[src/rtl/spi_pkg.sv]
// ============================================================================
// Module      : spi_pkg
// Description : Shared frame defaults, field positions and controller states.
// Revision    : 1.0 - initial release
// ============================================================================
`default_nettype none

package spi_pkg;

  localparam int FRAME_W_DEFAULT = 24;

  // Command/address byte followed by a 16-bit data word
  localparam int ADDR_HI = 23;
  localparam int ADDR_LO = 16;
  localparam int DATA_HI = 15;
  localparam int DATA_LO = 0;

  typedef enum logic [2:0] {
    ST_IDLE     = 3'd0,
    ST_SETUP    = 3'd1,
    ST_SHIFT_LO = 3'd2,
    ST_SHIFT_HI = 3'd3,
    ST_HOLD     = 3'd4,
    ST_DONE     = 3'd5
  } spi_state_t;

endpackage

`default_nettype wire

[src/rtl/spi_master_ctrl_if.sv]
// ============================================================================
// Module      : spi_master_ctrl_if
// Description : Command/response handshake plus SPI pins of the controller.
// Revision    : 1.0 - initial release
// ============================================================================
`default_nettype none

interface spi_master_ctrl_if #(
  parameter int FRAME_W = spi_pkg::FRAME_W_DEFAULT
);
  logic               cmd_valid;
  logic               cmd_ready;
  logic [FRAME_W-1:0] cmd_data;
  logic               rsp_valid;
  logic [FRAME_W-1:0] rsp_data;
  logic               busy;
  logic               sck;
  logic               mosi;
  logic               miso;
  logic               cs;

  modport master (
    input  cmd_valid, cmd_data, miso,
    output cmd_ready, rsp_valid, rsp_data, busy, sck, mosi, cs
  );

  modport slave (
    output cmd_valid, cmd_data, miso,
    input  cmd_ready, rsp_valid, rsp_data, busy, sck, mosi, cs
  );
endinterface

`default_nettype wire

[src/rtl/spi_sck_gen.sv]
// ============================================================================
// Module      : spi_sck_gen
// Description : Phase/bit counters, registered SCK and edge strobes for the FSM.
// Revision    : 1.0 - initial release
// ============================================================================
`default_nettype none

module spi_sck_gen
  import spi_pkg::*;
#(
  parameter int FRAME_W  = FRAME_W_DEFAULT,
  parameter int HALF_PER = 4,
  parameter int CS_GUARD = 2
) (
  input  wire logic       clk,
  input  wire logic       rst,
  input  wire spi_state_t i_state,
  output logic            o_phase_end,
  output logic            o_last_bit,
  output logic            o_rise_stb,
  output logic            o_fall_stb,
  output logic            o_sck
);

  localparam int                 c_BIT_W     = $clog2(FRAME_W + 1);
  localparam logic [7:0]         c_GUARD_LIM = 8'(CS_GUARD - 1);
  localparam logic [7:0]         c_HALF_LIM  = 8'(HALF_PER - 1);
  localparam logic [c_BIT_W-1:0] c_LAST_BIT  = c_BIT_W'(FRAME_W - 1);

  logic [7:0]         r_phase;
  logic [c_BIT_W-1:0] r_bitcnt;
  logic               r_sck;
  logic               w_timed;
  logic [7:0]         w_limit;

  always_comb begin
    w_timed = 1'b0;
    w_limit = c_HALF_LIM;
    case (i_state)
      ST_SETUP, ST_HOLD: begin
        w_timed = 1'b1;
        w_limit = c_GUARD_LIM;
      end
      ST_SHIFT_LO, ST_SHIFT_HI: w_timed = 1'b1;
      default: ;
    endcase
  end

  assign o_phase_end = w_timed && (r_phase == w_limit);
  assign o_last_bit  = (r_bitcnt == c_LAST_BIT);
  assign o_rise_stb  = o_phase_end && (i_state == ST_SHIFT_LO);
  // The final SHIFT_HI exit leaves SCK high for the hold phase
  assign o_fall_stb  = o_phase_end &&
                       ((i_state == ST_SETUP) || ((i_state == ST_SHIFT_HI) && !o_last_bit));
  assign o_sck       = r_sck;

  always_ff @(posedge clk) begin
    if (rst) begin
      r_phase  <= 8'd0;
      r_bitcnt <= '0;
      r_sck    <= 1'b1;
    end else begin
      if (!w_timed || o_phase_end) begin
        r_phase <= 8'd0;
      end else begin
        r_phase <= r_phase + 8'd1;
      end

      if (i_state == ST_IDLE) begin
        r_bitcnt <= '0;
      end else if (o_phase_end && (i_state == ST_SHIFT_HI)) begin
        r_bitcnt <= r_bitcnt + 1'b1;
      end

      if (i_state == ST_IDLE) begin
        r_sck <= 1'b1;
      end else if (o_fall_stb) begin
        r_sck <= 1'b0;
      end else if (o_rise_stb) begin
        r_sck <= 1'b1;
      end
    end
  end

endmodule

`default_nettype wire

[src/rtl/spi_master_ctrl.sv]
// ============================================================================
// Module      : spi_master_ctrl
// Description : SPI mode-3 style frame master: FSM, TX/RX shift registers.
// Revision    : 1.0 - initial release
// ============================================================================
`default_nettype none

module spi_master_ctrl
  import spi_pkg::*;
#(
  parameter int FRAME_W  = FRAME_W_DEFAULT,
  parameter int HALF_PER = 4,
  parameter int CS_GUARD = 2
) (
  input wire logic          clk,
  input wire logic          rst,
  spi_master_ctrl_if.master bus
);

  spi_state_t         r_state;
  logic [FRAME_W-1:0] r_tx;
  logic [FRAME_W-1:0] r_rx;
  logic [FRAME_W-1:0] r_rsp_data;
  logic               r_cs;
  logic               r_mosi;
  logic               r_cmd_ready;
  logic               r_rsp_valid;
  logic               r_busy;

  logic w_phase_end;
  logic w_last_bit;
  logic w_rise_stb;
  logic w_fall_stb;
  logic w_sck;

  spi_sck_gen #(
    .FRAME_W  (FRAME_W),
    .HALF_PER (HALF_PER),
    .CS_GUARD (CS_GUARD)
  ) u_sck_gen (
    .clk         (clk),
    .rst         (rst),
    .i_state     (r_state),
    .o_phase_end (w_phase_end),
    .o_last_bit  (w_last_bit),
    .o_rise_stb  (w_rise_stb),
    .o_fall_stb  (w_fall_stb),
    .o_sck       (w_sck)
  );

  always_ff @(posedge clk) begin
    if (rst) begin
      r_state     <= ST_IDLE;
      r_tx        <= '0;
      r_rx        <= '0;
      r_rsp_data  <= '0;
      r_cs        <= 1'b1;
      r_mosi      <= 1'b0;
      r_cmd_ready <= 1'b0;
      r_rsp_valid <= 1'b0;
      r_busy      <= 1'b0;
    end else begin
      r_rsp_valid <= 1'b0;
      case (r_state)
        ST_IDLE: begin
          r_cmd_ready <= 1'b1;
          if (bus.cmd_valid && r_cmd_ready) begin
            r_tx        <= bus.cmd_data;
            r_rx        <= '0;
            r_cs        <= 1'b0;
            r_cmd_ready <= 1'b0;
            r_busy      <= 1'b1;
            r_state     <= ST_SETUP;
          end
        end
        ST_SETUP: if (w_phase_end) r_state <= ST_SHIFT_LO;
        ST_SHIFT_LO: if (w_phase_end) r_state <= ST_SHIFT_HI;
        ST_SHIFT_HI: begin
          if (w_phase_end) begin
            r_tx    <= r_tx << 1;
            r_state <= w_last_bit ? ST_HOLD : ST_SHIFT_LO;
          end
        end
        ST_HOLD: begin
          if (w_phase_end) begin
            r_cs        <= 1'b1;
            r_rsp_data  <= r_rx;
            r_rsp_valid <= 1'b1;
            r_state     <= ST_DONE;
          end
        end
        ST_DONE: begin
          r_busy      <= 1'b0;
          r_cmd_ready <= 1'b1;
          r_state     <= ST_IDLE;
        end
        default: r_state <= ST_IDLE;
      endcase

      // MOSI presents the bit about to be sent; mid-frame falls see TX before its shift lands
      if (w_fall_stb) begin
        r_mosi <= (r_state == ST_SETUP) ? r_tx[FRAME_W-1] : r_tx[FRAME_W-2];
      end
      if (w_rise_stb) begin
        r_rx <= {r_rx[FRAME_W-2:0], bus.miso};
      end
    end
  end

  assign bus.cmd_ready = r_cmd_ready;
  assign bus.rsp_valid = r_rsp_valid;
  assign bus.rsp_data  = r_rsp_data;
  assign bus.busy      = r_busy;
  assign bus.sck       = w_sck;
  assign bus.mosi      = r_mosi;
  assign bus.cs        = r_cs;

endmodule

`default_nettype wire

[src/flat_wrapper.sv]
// flat-port wrapper written by rule: the top's interface ports become plain ports
module spi_master_ctrl_flat import spi_pkg::*;
#(
  parameter int FRAME_W  = FRAME_W_DEFAULT,
  parameter int HALF_PER = 4,
  parameter int CS_GUARD = 2
)
  (clk, rst, bus_cmd_valid, bus_cmd_data, bus_miso, bus_cmd_ready, bus_rsp_valid, bus_rsp_data, bus_busy, bus_sck, bus_mosi, bus_cs);
  spi_master_ctrl_if #(.FRAME_W(FRAME_W)) bus_i ();
  input wire logic clk;
  input wire logic rst;
  input wire logic [$bits(bus_i.cmd_valid)-1:0] bus_cmd_valid;
  input wire logic [$bits(bus_i.cmd_data)-1:0] bus_cmd_data;
  input wire logic [$bits(bus_i.miso)-1:0] bus_miso;
  output wire logic [$bits(bus_i.cmd_ready)-1:0] bus_cmd_ready;
  output wire logic [$bits(bus_i.rsp_valid)-1:0] bus_rsp_valid;
  output wire logic [$bits(bus_i.rsp_data)-1:0] bus_rsp_data;
  output wire logic [$bits(bus_i.busy)-1:0] bus_busy;
  output wire logic [$bits(bus_i.sck)-1:0] bus_sck;
  output wire logic [$bits(bus_i.mosi)-1:0] bus_mosi;
  output wire logic [$bits(bus_i.cs)-1:0] bus_cs;
  assign bus_i.cmd_valid = bus_cmd_valid;
  assign bus_i.cmd_data = bus_cmd_data;
  assign bus_i.miso = bus_miso;
  assign bus_cmd_ready = bus_i.cmd_ready;
  assign bus_rsp_valid = bus_i.rsp_valid;
  assign bus_rsp_data = bus_i.rsp_data;
  assign bus_busy = bus_i.busy;
  assign bus_sck = bus_i.sck;
  assign bus_mosi = bus_i.mosi;
  assign bus_cs = bus_i.cs;
  spi_master_ctrl #(.FRAME_W(FRAME_W), .HALF_PER(HALF_PER), .CS_GUARD(CS_GUARD)) u_core (.clk(clk), .rst(rst), .bus(bus_i));
endmodule
[config.mk]
export PLATFORM = sky130hd
export DESIGN_NAME = spi_master_ctrl_flat
export DESIGN_NICKNAME = d
export VERILOG_FILES = /design/src/rtl/spi_pkg.sv /design/src/rtl/spi_master_ctrl_if.sv /design/src/rtl/spi_sck_gen.sv /design/src/rtl/spi_master_ctrl.sv /design/src/flat_wrapper.sv
export SDC_FILE = /design/constraint.sdc
export NUM_CORES = 1
export LEC_CHECK = 0
export ABC_AREA = 1
export CORE_MARGIN = 5
export CORE_UTILIZATION = 58
export CTS_CLUSTER_DIAMETER = 80
export DETAILED_ROUTE_END_ITERATION = 12
export PLACE_DENSITY = 0.95
export SLEW_MARGIN = 0
export SYNTH_ARGS = -nofsm -noshare
export SYNTH_HDL_FRONTEND = slang
export SYNTH_HIERARCHICAL = 1
export SYNTH_SLANG_ARGS = --single-unit
[constraint.sdc]
create_clock -name clk -period 4.4 [get_ports clk]
set_clock_uncertainty 0.1 [all_clocks]
set_input_delay 0.66 -clock clk [delete_from_list [all_inputs] [get_ports clk]]
set_output_delay 0.66 -clock clk [all_outputs]
set_load 0.01 [all_outputs]
==> reports/qor.txt <==
Flop pwr share -> 48.0%
# H-tree levels -> 3
Mapped Cells -> 580
# IOs -> 58
Via count -> 3746
R2R Path Start -> u_core/r_state[0]
Post-Syn Area -> 4060 sq um
Synthesized area per cell -> 7.00 sq um
Switch Pwr -> 699 uW
CTS tree -> done
Critical Path End Type -> flip-flop
Ys async rst share -> 0%
First-pass DRT Iterations -> 5
Root buf cell -> clkbuf_8
Starting Density -> 59.8%
CTS clk-pin slew, worst paths -> 0.10 ns
Routed Antenna Nets -> 0
Die area -> 8780 sq um
Largest net degree at the start of global routing -> 46
Slew @ Worst Pin -> 0.743 ns
Endpoints failing setup -> 0
Layout cells sized above 1 -> 6.35%
Worst setup path startpoint -> rst
CP max stage delay -> 0.68 ns
Drt drc -> 0
Max FO, Critical Path -> 31
Setup Buffers After CTS -> 0
Post-DR wirelength/cell -> 11.9 microns
Most common cell type on the critical path -> nand2_1
Critical Path Slowest Stage Cell -> clkinv_1
Nets -> 655
Max-Cap Viols -> 0
Die X -> 93.7 microns
Dpl hpwl -> 5640 microns
Vias per Instance -> 5.16
Cell variety after synth -> 31
Mapped Nets -> 610
Pre-CTS WS -> 1.33 ns
Post_cts resized -> 0
Final Max Slew Viols -> 0
Internal -> 1320 uW
Slew HR -> 50.1%
Setup WS post-layout -> 1.67 ns
Initial antenna violation count -> 0
Die height -> 93.7 microns
Number of synthesized flops with an enable pin -> 0
GPL Wtd Cong -> 0.889
Synth area leader -> dfxtp_1
Worst vdd ir -> 0.210 mV
Core box area -> 6790 sq um
Switching fraction of total power -> 34.6%
N_diodes -> 0
Final wirelength -> 8650 microns
Fmax -> 367 MHz
Num CTS Buffers -> 9
Area share of the largest cell type after synthesis -> 46.3%
Skew-Pair Late Insertion Delay -> 0.36 ns
Placed instance count -> 710
Worst-case clock buffer depth -> 2
Finished Layout Cells -> 726
Ys flop type -> dfxtp_1
Grt ovf -> 0
Clock sink count -> 94
Initial DRC Count -> 338
Synth area leaders -> dfxtp_1 46%, nand2_1 19%, nor2_1 7.0%
Req. time, crit path -> 4.55 ns
#FFs+latches synth -> 94
Leak -> 0.00208 uW
Port Buffers -> 57
Sequential cell area fraction in the yosys report -> 46.3%
CTS Hold Bufs -> 0
Gr usage total -> 20.5%
Fill count -> 508
Worst Hold Class -> flip-flop to flip-flop
Clock power frac -> 26.8%
Arrival time worst endpoint -> 2.87 ns
Hold Vio Cnt, Final -> 0
Status -> finished clean
Vias in the first global route -> 3534
Final period util -> 61.9%
Cell Pwr Density -> 419 nW/um^2
Area Overhead vs Synth -> 18.5%
Logic pwr share -> 25.2%
First-pass GRT wire length -> 14800 microns
Setup Crit Path Kind -> input port to flip-flop
YS warnings -> 6
Setup_tns -> 0 ns
RSZ-0062 raised after global routing -> no
CP cell instances -> clkdlybuf4s50_1, buf_4, clkinv_1, o21ai_0, inv_2, nand2_1, nand2_1
Min Hold Slack -> 0.350 ns
Min Tclk post-route -> 2.73 ns
Hold Crit Start -> u_core/bus.rsp_data[21]
# rows -> 30
Critical Path Start Type -> input port
[final timing paths]
| path | to | slack, ns | cells past startpoint |
|---|---|---|---|
| setup / recovery | u_core/bus.rsp_data[4] | 1.67 | 7 |
| hold / removal | u_core/bus.rsp_data[21] | 0.35 | 2 |
| setup reg to reg | u_core/r_tx[22] | 1.75 | 11 |
| hold reg to reg | u_core/bus.rsp_data[21] | 0.35 | 2 |
[synth_stat cells (2+ instances only)]
library cell	count
nand2_1	205
o21ai_0	25
xor2_1	3
nor2_2	4
clkbuf_1	9
inv_2	5
inv_1	45
a21oi_1	32
buf_6	5
nand3_1	37
buf_2	10
ha_1	2
nor2_4	2
nand3_2	2
dfxtp_1	94
nand2_2	2
nand4_1	9
nor2_1	76
[critical path, delay by kind of cell]
| family | cells | cell delay (ns) |
|---|---|---|
| buffers and inverters | 4 | 1.67 |
| AO/OA/AOI/OAI | 1 | 0.34 |
| AND/OR/NAND/NOR | 2 | 0.19 |
[metrics by stage]
step / area [sq um] / utilization [%] / total power [uW]
floorplan: 4060 / - / 1380
global placement: 4620 / 68.0 / 1460
detailed placement: 4620 / 68.0 / 1480
CTS: 4810 / 70.8 / 2020
global route: 4810 / 70.8 / 2140
finish: 4810 / 70.8 / 2020
[flip-flops by register name, summed over array words and instances, names as in the netlist, 3 cells and up]
name and flops:
u_core/bus.rsp_data 24, u_core/r_rx 24, u_core/r_state 3, u_core/r_tx 24, u_core/u_sck_gen/r_bitcnt 5, u_core/u_sck_gen/r_phase 8
[layout by cell type (no fill, tap or decap), drive strengths merged, types with 2 or more instances in the layout]
cell	instances
a21oi	32
buf	2
clkbuf	9
clkdlybuf4s50	57
clkinv	3
clkinvlp	2
dfxtp	94
ha	2
inv	53
nand2	208
nand3	40
nand3b	2
nand4	11
nor2	82
o21ai	26
xor2	3
[power by group through the flow]
stage                     Clock (uW)  Combinational, uW  Sequential (uW)
after detailed placement           0                494              987
final                            542                509              968
after global routing             586                575              977
after CTS                        549                504              968
after global placement             0                474              983
after floorplan                    0                402              980
[logic make-up (layout without fill, tap and decap cells)]
logic type | count (synthesis) | count (layout) | share of synthesized area (%)
AND/OR/NAND/NOR | 346 | 346 | 36.8
flip-flops | 94 | 94 | 46.3
buffers and inverters | 76 | 126 | 8.29
AO/OA/AOI/OAI | 59 | 59 | 7.30
XOR/XNOR | 3 | 3 | 0.647
adder cells (fa/ha/maj) | 2 | 2 | 0.616
[cell type report]
cell class	instances	area (sq um)	area share [%]
Multi-Input combinational cell	410	1840	38.3
Clock buffer	9	124	2.57
Clock inverter	7	67.6	1.40
Sequential cell	94	1880	39.1
Inverter	51	191	3.98
Timing Repair Buffer	59	586	12.2
Tap cell	96	120	2.50
[layer usage]
metal  GRT usage, %  up-vias  wire length [microns]
li1               -     1904                      -
met1           24.6     1723                   3690
met2           35.6      106                   4330
met3           4.09       13                    517
met4           8.54        0                    106
met5              0        -                      0
No activity file was read; power rests on OpenSTA's default activity.
